File: src/rtl/aes_encrypt_iter.sv
// Iterative AES-128 encryptor: one round per clock and a fixed key schedule, with valid/ready on both sides.
// Define AES_ENC_FULL_WIDTH_EN to take a full 128-bit plaintext block instead of a zero-extended 32-bit word.

module aes_enc_mixcol (
    input  logic [31:0] col,
    output logic [31:0] mixed
);
    function automatic logic [7:0] xtime(input logic [7:0] b);
        return {b[6:0], 1'b0} ^ (b[7] ? 8'h1b : 8'h00);
    endfunction

    logic [7:0] a0, a1, a2, a3;
    assign {a0, a1, a2, a3} = col;

    assign mixed = {xtime(a0) ^ xtime(a1) ^ a1 ^ a2 ^ a3,
                    a0 ^ xtime(a1) ^ xtime(a2) ^ a2 ^ a3,
                    a0 ^ a1 ^ xtime(a2) ^ xtime(a3) ^ a3,
                    xtime(a0) ^ a0 ^ a1 ^ a2 ^ xtime(a3)};
endmodule

module aes_encrypt_iter (
    input  logic         clk,
    input  logic         rst,
    input  logic         in_valid,
    output logic         in_ready,
`ifdef AES_ENC_FULL_WIDTH_EN
    input  logic [127:0] plaintext,
`else
    input  logic [31:0]  plaintext,
`endif
    output logic         out_valid,
    input  logic         out_ready,
    output logic [127:0] ciphertext
);
    localparam int NCOL = 4;

    localparam logic [1:0] IDLE = 2'd0;
    localparam logic [1:0] RUN  = 2'd1;
    localparam logic [1:0] DONE = 2'd2;

    localparam logic [0:255][7:0] SBOX = {
        128'h637c777bf26b6fc53001672bfed7ab76,
        128'hca82c97dfa5947f0add4a2af9ca472c0,
        128'hb7fd9326363ff7cc34a5e5f171d83115,
        128'h04c723c31896059a071280e2eb27b275,
        128'h09832c1a1b6e5aa0523bd6b329e32f84,
        128'h53d100ed20fcb15b6acbbe394a4c58cf,
        128'hd0efaafb434d338545f9027f503c9fa8,
        128'h51a3408f929d38f5bcb6da2110fff3d2,
        128'hcd0c13ec5f974417c4a77e3d645d1973,
        128'h60814fdc222a908846eeb814de5e0bdb,
        128'he0323a0a4906245cc2d3ac629195e479,
        128'he7c8376d8dd54ea96c56f4ea657aae08,
        128'hba78252e1ca6b4c6e8dd741f4bbd8b8a,
        128'h703eb5664803f60e613557b986c11d9e,
        128'he1f8981169d98e949b1e87e9ce5528df,
        128'h8ca1890dbfe6426841992d0fb054bb16
    };

    // Expanded schedule of the fixed link key 2b7e1516_28aed2a6_abf71588_09cf4f3c.
    function automatic logic [127:0] round_key(input logic [3:0] r);
        logic [127:0] k;
        case (r)
            4'd0:    k = 128'h2b7e151628aed2a6abf7158809cf4f3c;
            4'd1:    k = 128'ha0fafe1788542cb123a339392a6c7605;
            4'd2:    k = 128'hf2c295f27a96b9435935807a7359f67f;
            4'd3:    k = 128'h3d80477d4716fe3e1e237e446d7a883b;
            4'd4:    k = 128'hef44a541a8525b7fb671253bdb0bad00;
            4'd5:    k = 128'hd4d1c6f87c839d87caf2b8bc11f915bc;
            4'd6:    k = 128'h6d88a37a110b3efddbf98641ca0093fd;
            4'd7:    k = 128'h4e54f70e5f5fc9f384a64fb24ea6dc4f;
            4'd8:    k = 128'head27321b58dbad2312bf5607f8d292f;
            4'd9:    k = 128'hac7766f319fadc2128d12941575c006e;
            4'd10:   k = 128'hd014f9a8c9ee2589e13f0cc8b6630ca6;
            default: k = 128'h0;
        endcase
        return k;
    endfunction

    function automatic logic [127:0] sub_bytes(input logic [127:0] s);
        logic [127:0] o;
        o = '0;
        for (int i = 0; i < 16; i++)
            o[127-8*i -: 8] = SBOX[s[127-8*i -: 8]];
        return o;
    endfunction

    // Byte i is row i%4, column i/4; row r rotates left by r columns.
    function automatic logic [127:0] shift_rows(input logic [127:0] s);
        logic [127:0] o;
        o = '0;
        for (int c = 0; c < 4; c++)
            for (int r = 0; r < 4; r++)
                o[127-8*(4*c+r) -: 8] = s[127-8*(4*((c+r)%4)+r) -: 8];
        return o;
    endfunction

    logic [1:0]   fsm;
    logic [3:0]   rnd;
    logic [127:0] st;
    logic [127:0] ct;
    logic [127:0] blk_in;
    logic [127:0] sr_st;
    logic [127:0] mc_st;
    logic [127:0] nxt;

`ifdef AES_ENC_FULL_WIDTH_EN
    assign blk_in = plaintext;
`else
    assign blk_in = {96'h0, plaintext};
`endif

    assign sr_st = shift_rows(sub_bytes(st));

    for (genvar c = 0; c < NCOL; c++) begin : g_col
        aes_enc_mixcol u_mix (
            .col   (sr_st[127-32*c -: 32]),
            .mixed (mc_st[127-32*c -: 32])
        );
    end

    // Final round drops MixColumns.
    assign nxt = ((rnd == 4'd10) ? sr_st : mc_st) ^ round_key(rnd);

    always_ff @(posedge clk or posedge rst) begin
        if (rst) begin
            fsm <= IDLE;
            rnd <= 4'd0;
            st  <= '0;
            ct  <= '0;
        end else begin
            case (fsm)
                IDLE: begin
                    if (in_valid) begin
                        st  <= blk_in ^ round_key(4'd0);
                        rnd <= 4'd1;
                        fsm <= RUN;
                    end
                end
                RUN: begin
                    st  <= nxt;
                    rnd <= rnd + 4'd1;
                    if (rnd == 4'd10) begin
                        ct  <= nxt;
                        fsm <= DONE;
                    end
                end
                DONE: begin
                    if (out_ready)
                        fsm <= IDLE;
                end
                default: fsm <= IDLE;
            endcase
        end
    end

    assign in_ready   = (fsm == IDLE);
    assign out_valid  = (fsm == DONE);
    assign ciphertext = ct;
endmodule
File: config.mk
export PLATFORM = sky130hd
export DESIGN_NAME = aes_encrypt_iter
export DESIGN_NICKNAME = d
export VERILOG_FILES = /design/src/rtl/aes_encrypt_iter.sv
export SDC_FILE = /design/constraint.sdc
export NUM_CORES = 2
export LEC_CHECK = 0
export ABC_AREA = 1
export BUFFER_PORTS_ARGS = -buffer_cell sky130_fd_sc_hd__buf_2
export CAP_MARGIN = 30
export CORE_UTILIZATION = 33
export DETAILED_ROUTE_END_ITERATION = 12
export PLACE_DENSITY = 0.58
export SETUP_SLACK_MARGIN = 0.02
export SLEW_MARGIN = 0
export SYNTH_ARGS = -nofsm -noshare
export SYNTH_HDL_FRONTEND = slang
export SYNTH_SLANG_ARGS = --single-unit
File: constraint.sdc
create_clock -name clk -period 11 [get_ports clk]
set_input_delay 2.2 -clock clk [delete_from_list [all_inputs] [get_ports clk]]
set_output_delay 2.2 -clock clk [all_outputs]
set_load 0.01 [all_outputs]
* Yosys cells after proc, flatten, opt, wreduce, memory -nomap -nowiden *
Memories as Yosys holds them, arrays and structs flattened.
Cells that the tools add are included.

storage, ports and cells
  bits in registers = 262
  bits in read-only memories = 34816
  output and inout bits = 130
  word-level logic and storage cells = 204
  memories = 17

memory list
  memory            words  width  read ports  clocked after Yosys merged registers in  write ports  line  RTL
  (no name shown)   256    8      1           0                                        0            84    o[127-8*i -: 8] = SBOX[s[127-8*i -: 8]];
  (no name shown)   256    8      1           0                                        0            84
  (no name shown)   256    8      1           0                                        0            84
  (no name shown)   256    8      1           0                                        0            84
  (no name shown)   256    8      1           0                                        0            84
  (no name shown)   256    8      1           0                                        0            84
  11 more memories  n/a    n/a    n/a         n/a                                      n/a          n/a

operators by class
  add/sub/neg operators = 1
  order comparisons = 16
  equal/unequal tests = 6
  muxes and demuxes = 57
  bitwise gates (word level) = 98
  reductions and logical operators = 5

operators with widths
  kind                                                      number
  bitwise XOR 8 bit                                         78
  2-to-1 mux 128 bit                                        2
  2-to-1 mux 8 bit                                          32
  case mux 128 bit (2 select lines)                         1
  greater-or-equal comparator 9 bit, second input constant  16
  NOT 8 -> 9 bit                                            16
  bitwise XOR 128 bit                                       1
  2-to-1 mux 5 bit                                          16
  NOT 17 -> 65 bit                                          1
  bitwise XOR 8 x 5 -> 8 bit                                2
  case mux 4 bit (2 select lines)                           1
  2-to-1 mux 2 bit                                          3
  case mux 2 bit (3 select lines)                           1
  adder 4 x 1 -> 4 bit, second input constant               1
  equality test 4 bit, second input constant                1
  2-to-1 mux 4 bit                                          1
  != test 2 bit, second input constant                      2
  AND reduction 2 bit                                       2
  AND reduction 3 bit                                       1
  equality test 2 x 1 -> 1 bit, second input constant       1
  equality test 2 bit, second input constant                1
  zero test 2 bit                                           1
  != test 2 x 1 -> 1 bit, second input constant             1
  nonzero test 2 bit                                        1

* Depth between registers and ports, before layout *
  depth after elaboration = 13
  gate-level depth with buffers = 28

* Modules after synthesis *
Synthesis repeated with hierarchy kept, for this count alone.

unflattened totals
  cells, all modules = 14233
  area total of the unflattened synthesis = 70863.0 um^2

modules (own cells, without submodules)
  module            instances  cells an instance  area each (um^2)  seq. area each (um^2)
  aes_encrypt_iter  1          12529              63140.6           6556.3
  aes_enc_mixcol    4          426                1930.6            0.0

* Least setup slack after synthesis *
Ideal clock, no wire load.

  path kind = input -> register
  start point = input port in_valid
  end point = register st[35]
  setup time = 0.113 ns
  arrival time = 3.271 ns
  setup slack = 7.616 ns
  stages on the path = 6
  path through = o21ai_1 > clkbuf_1 > clkbuf_1 > nand2_1 > nand2_1 > inv_1

between the ends
  cells in the longest elaborated chain, start to end = 2

RTL lines
  what                           line  RTL
  from (decl)                    24    input logic in_valid,
  != test 2 bit (no line)        n/a
  AND reduction 2 bit (no line)  n/a
  to (signal assigned)           135   st <= blk_in ^ round_key(4'd0);
  to (signal assigned)           141   st <= nxt;
  to (decl)                      100   logic [127:0] st;

No other way between the ends.
A chain may end at the register's enable or synchronous reset.

* Worst setup path in the final report *
  start point = register st[17]
  end point = register st[56]

between the ends
  cells in the longest elaborated chain, start to end = 13

RTL lines
  what                                                      line  RTL
  NOT 8 -> 9 bit (not written as such) (*)                  84
  memory read (256 x 8 bit) (*)                             n/a
  2-to-1 mux 8 bit (not written as such) (*) (2 in series)  84
  2-to-1 mux 5 bit                                          9     return {b[6:0], 1'b0} ^ (b[7] ? 8'h1b : 8'h00);
  bitwise XOR 8 bit                                         9
  bitwise XOR 8 bit                                         15    assign mixed = {xtime(a0) ^ xtime(a1) ^ a1 ^ a2 ^ a3,
  bitwise XOR 8 bit (*) (3 in series)                       15
  2-to-1 mux 128 bit (*)                                    123   assign nxt = ((rnd == 4'd10) ? sr_st : mc_st) ^ round_key(rnd);
  bitwise XOR 128 bit (*)                                   123
  case mux 128 bit (2 select lines) (*)                     132   case (fsm)

Mark *: on every way between the ends. The rest lies on a longest branch, timed or not. The select of a mux whose other input is x is not followed.

==> results.md <==
* Layout cells sized above 1 at under 10%
* Die area at 0.220 mm²
* Yosys synthesis warning count at 0
* Yosys reg bits at approximately 260
* Async SR Flop Fraction at 100%
* Finished Cell Area at between 0.07 and 0.08 mm²
* Final setup fails at 0
* # port buffers at between 150 and 200
* Hold Crit Class: flip-flop to flip-flop
* Area after DPL at about 0.074 mm²
* Detailed Place HPWL at approximately 320000 µm
* Largest net degree at the start of global routing at 112
* Height of the chip at 470 µm
* Post-synth EDFFs at 0
* Synth cell types at 49
* Initial antenna violation count at 6
* Synth Area in Adders at 4.16%
* Sequential area share after synthesis at between 9 and 10%
* Max FO, Critical Path at 16
* Post-synthesis compound-gate area fraction at roughly an eighth
* ANT nets after route at 0
* CTS Sinks at 262
* Post-Synth XOR/XNOR Area at less than 1%
* CTS tree: done
* Fin. max-slew vios at 0
* Post-layout min period at 5.06 ns
* Crit end category: flip-flop
* Residual DRC at 0
* Sequential Area at roughly 0.0066 mm²
* Core ar. at 0.217 mm²
* H-tree Lvls at 2
* Synthesized area at roughly 0.072 mm²
* Count of final hold-check violations at 0
* Worst clock skew at between 0.03 and 0.04 ns
* First-pass GRT wire length at approximately 640000 µm
* Unrepaired setup endpoints after global routing: false
* Iter 0 DRT Violations at 18604
* Min-delay src: ciphertext[64]$_DFFE_PP0P_
* Worst r2r src: st[17]$_DFFE_PP0P_
* Register-to-Register Setup Slack at a little under 6 ns
* Area grow syn2layout at 4.48%
* Clk_lat worst skew at 0.68 ns
* Final Non-Filler Cells at about 17000
* CTS Buf Count at 41
* Hold_buf cts at 0
* Syn nets at ~15000
* Placed insts at approximately 17000
* First-pass DRT Iterations at 9
* Worst EP required at ~12 ns
* Fillers at 25545
* DR WL/cell at 25.4 µm
* Clock root buffer: clkbuf_16
* WL final at ~440000 µm
* Mux contribution to synthesized area at 0%
* Most common cell after layout, fill and taps aside: nand2_1
* Max Cap Viol at 0
* Main combinational cell family by area after synthesis: simple AND/OR/NAND/NOR gates
* Area of the multi-input gates at between 0.05 and 0.06 mm²
* All-layer global routing usage at between 30% and 40%
* Cells after Synth at 14798
* Post-CTS resize count at 0
* CTS clock-pin slew for the worst setup and hold paths at 0.06 ns
* DR vias at ~100k
* Tcrit/Tclk final at between 40% and 50%
* Setup TNS Final at 0 ns
* Vias/cell at slightly above 6
* Nets at approximately 15000
* Crit start category: flip-flop
* Worst-Margin Slew at 1.09 ns
* Number of buffers inserted by post-CTS setup repair at 0
* Fmax at 197 MHz
* Slew HR at around a quarter
* Prevailing post-synth register cell: dfrtp_1
* Setup CP Type: flip-flop to flip-flop
* CTS max path bufs at 3
* Syn Area/Cell at approximately 5 µm²
* Most frequent cells in the layout: nand2_1 (6452), nand3_1 (3394), nor2_1 (867)
* Num ports at about 170
* Congestion Overflow GR at 0
* GP Congestion at roughly 1.1
* Simple-Gate Fraction of Synth Area at a little under two thirds
* CP arrival at around 5.6 ns
* Initial Util at about 33%
* CP startpoint: st[17]$_DFFE_PP0P_
* Chip width at 470 µm
* Status: complete, no violations
* Row cnt at around 170
* Via count of the first global-routing pass at slightly above 90000
flip-flops by register name, summed over array words and instances (netlist names):
| signal | cells |
|---|---|
| ciphertext | 128 |
| rnd | 4 |
| fsm | 2 |
| st | 128 |
metal layers:
| layer | wire, µm | vias to the layer above | GRT usage, % |
|---|---|---|---|
| met1 | 169000 | 47789 | 49.0 |
| li1 | - | 47584 | - |
| met3 | 49000 | 1489 | 6.57 |
| met5 | 41 | - | 0 |
| met4 | 34500 | 6 | 24.3 |
| met2 | 184000 | 7780 | 56.7 |
path summary, 6_finish.rpt:
| kind | endpoint | cells past startpoint |
|---|---|---|
| worst min register to register | ciphertext[64]$_DFFE_PP0P_ | 2 |
| max in group asynchronous | st[27]$_DFFE_PP0P_ | 4 |
| worst max register to register | st[56]$_DFFE_PP0P_ | 20 |
| worst max-delay path | st[56]$_DFFE_PP0P_ | 20 |
| worst min-delay path | ciphertext[64]$_DFFE_PP0P_ | 2 |
| min in group asynchronous | ciphertext[93]$_DFFE_PP0P_ | 2 |
cell families after synthesis:
logic type,Yosys count
and+or+nand+nor,10953
AOI/OAI and AO/OA,1507
buffers and inverters,1790
DFF,262
xor gates and xnor gates,46
adders and majority gates,240
cells in the mapped netlist, types with 4 or more instances:
| cell type | instances | area, µm² |
|---|---|---|
| buf_2 | 346 | 1730 |
| nand3b_1 | 56 | 420 |
| nor2_2 | 25 | 156 |
| buf_6 | 27 | 304 |
| nand2_2 | 72 | 450 |
| o21ai_1 | 77 | 385 |
| buf_4 | 75 | 563 |
| xor2_1 | 27 | 236 |
| o221ai_1 | 6 | 52.6 |
| a21oi_1 | 381 | 1910 |
| o21ai_0 | 632 | 3160 |
| or2_2 | 7 | 43.8 |
| nand3_1 | 3394 | 17000 |
| o211ai_1 | 289 | 2170 |
| dfrtp_1 | 262 | 6560 |
| o22ai_1 | 46 | 288 |
| nand2_1 | 6452 | 24200 |
| inv_1 | 837 | 3140 |
| clkbuf_1 | 284 | 1070 |
| a31oi_1 | 41 | 257 |
| a22oi_1 | 4 | 30.0 |
| ha_1 | 240 | 3000 |
| buf_1 | 138 | 518 |
| clkinv_1 | 17 | 63.8 |
| nand4_1 | 32 | 200 |
| nor3_1 | 33 | 165 |
| inv_2 | 63 | 236 |
| xnor2_1 | 16 | 140 |
| nor2_1 | 870 | 3270 |
| o31ai_1 | 10 | 75.1 |
per-stage QoR:
stage	setup slack [ns]	hold slack (ns)	util [%]
final	5.94	0.478	34.7
after global routing	5.84	0.496	34.7
after CTS	6.24	0.480	34.7
after detailed placement	6.27	0.462	34.0
after global placement	5.97	0.460	34.0
after floorplan	1.59	0.515	-
cell type report:
class | count | area share (%)
flip-flops and latches | 262 | 8.74
inverters | 919 | 4.60
repair buffers | 348 | 2.98
multi-input cells | 12746 | 76.9
clock inverters | 25 | 0.490
diodes | 6 | 0.0199
clock buffers | 51 | 1.51
well taps | 2854 | 4.74
worst max-delay path, cell delays in order, from the launching register on:
cell and delay [ns]:
dfrtp_1 0.95, inv_1 0.51, ha_1 0.51, nand2_2 0.20, nand2_1 0.17, o21ai_0 0.47, nand2_1 0.16, nand2_1 0.11
nand2_1 0.05, nand2_1 0.05, nand3_1 0.08, nand2_1 0.40, nand2_1 0.16, nand2_1 0.15, nand2_1 0.08, nand3_1 0.12
nand3_1 0.10, nand2_1 0.34, nand2_1 0.16, nand2_1 0.10, inv_1 0.04
Power is not shown: default switching activity piles up to over one toggle a cycle in this logic, so the estimate is an artifact.
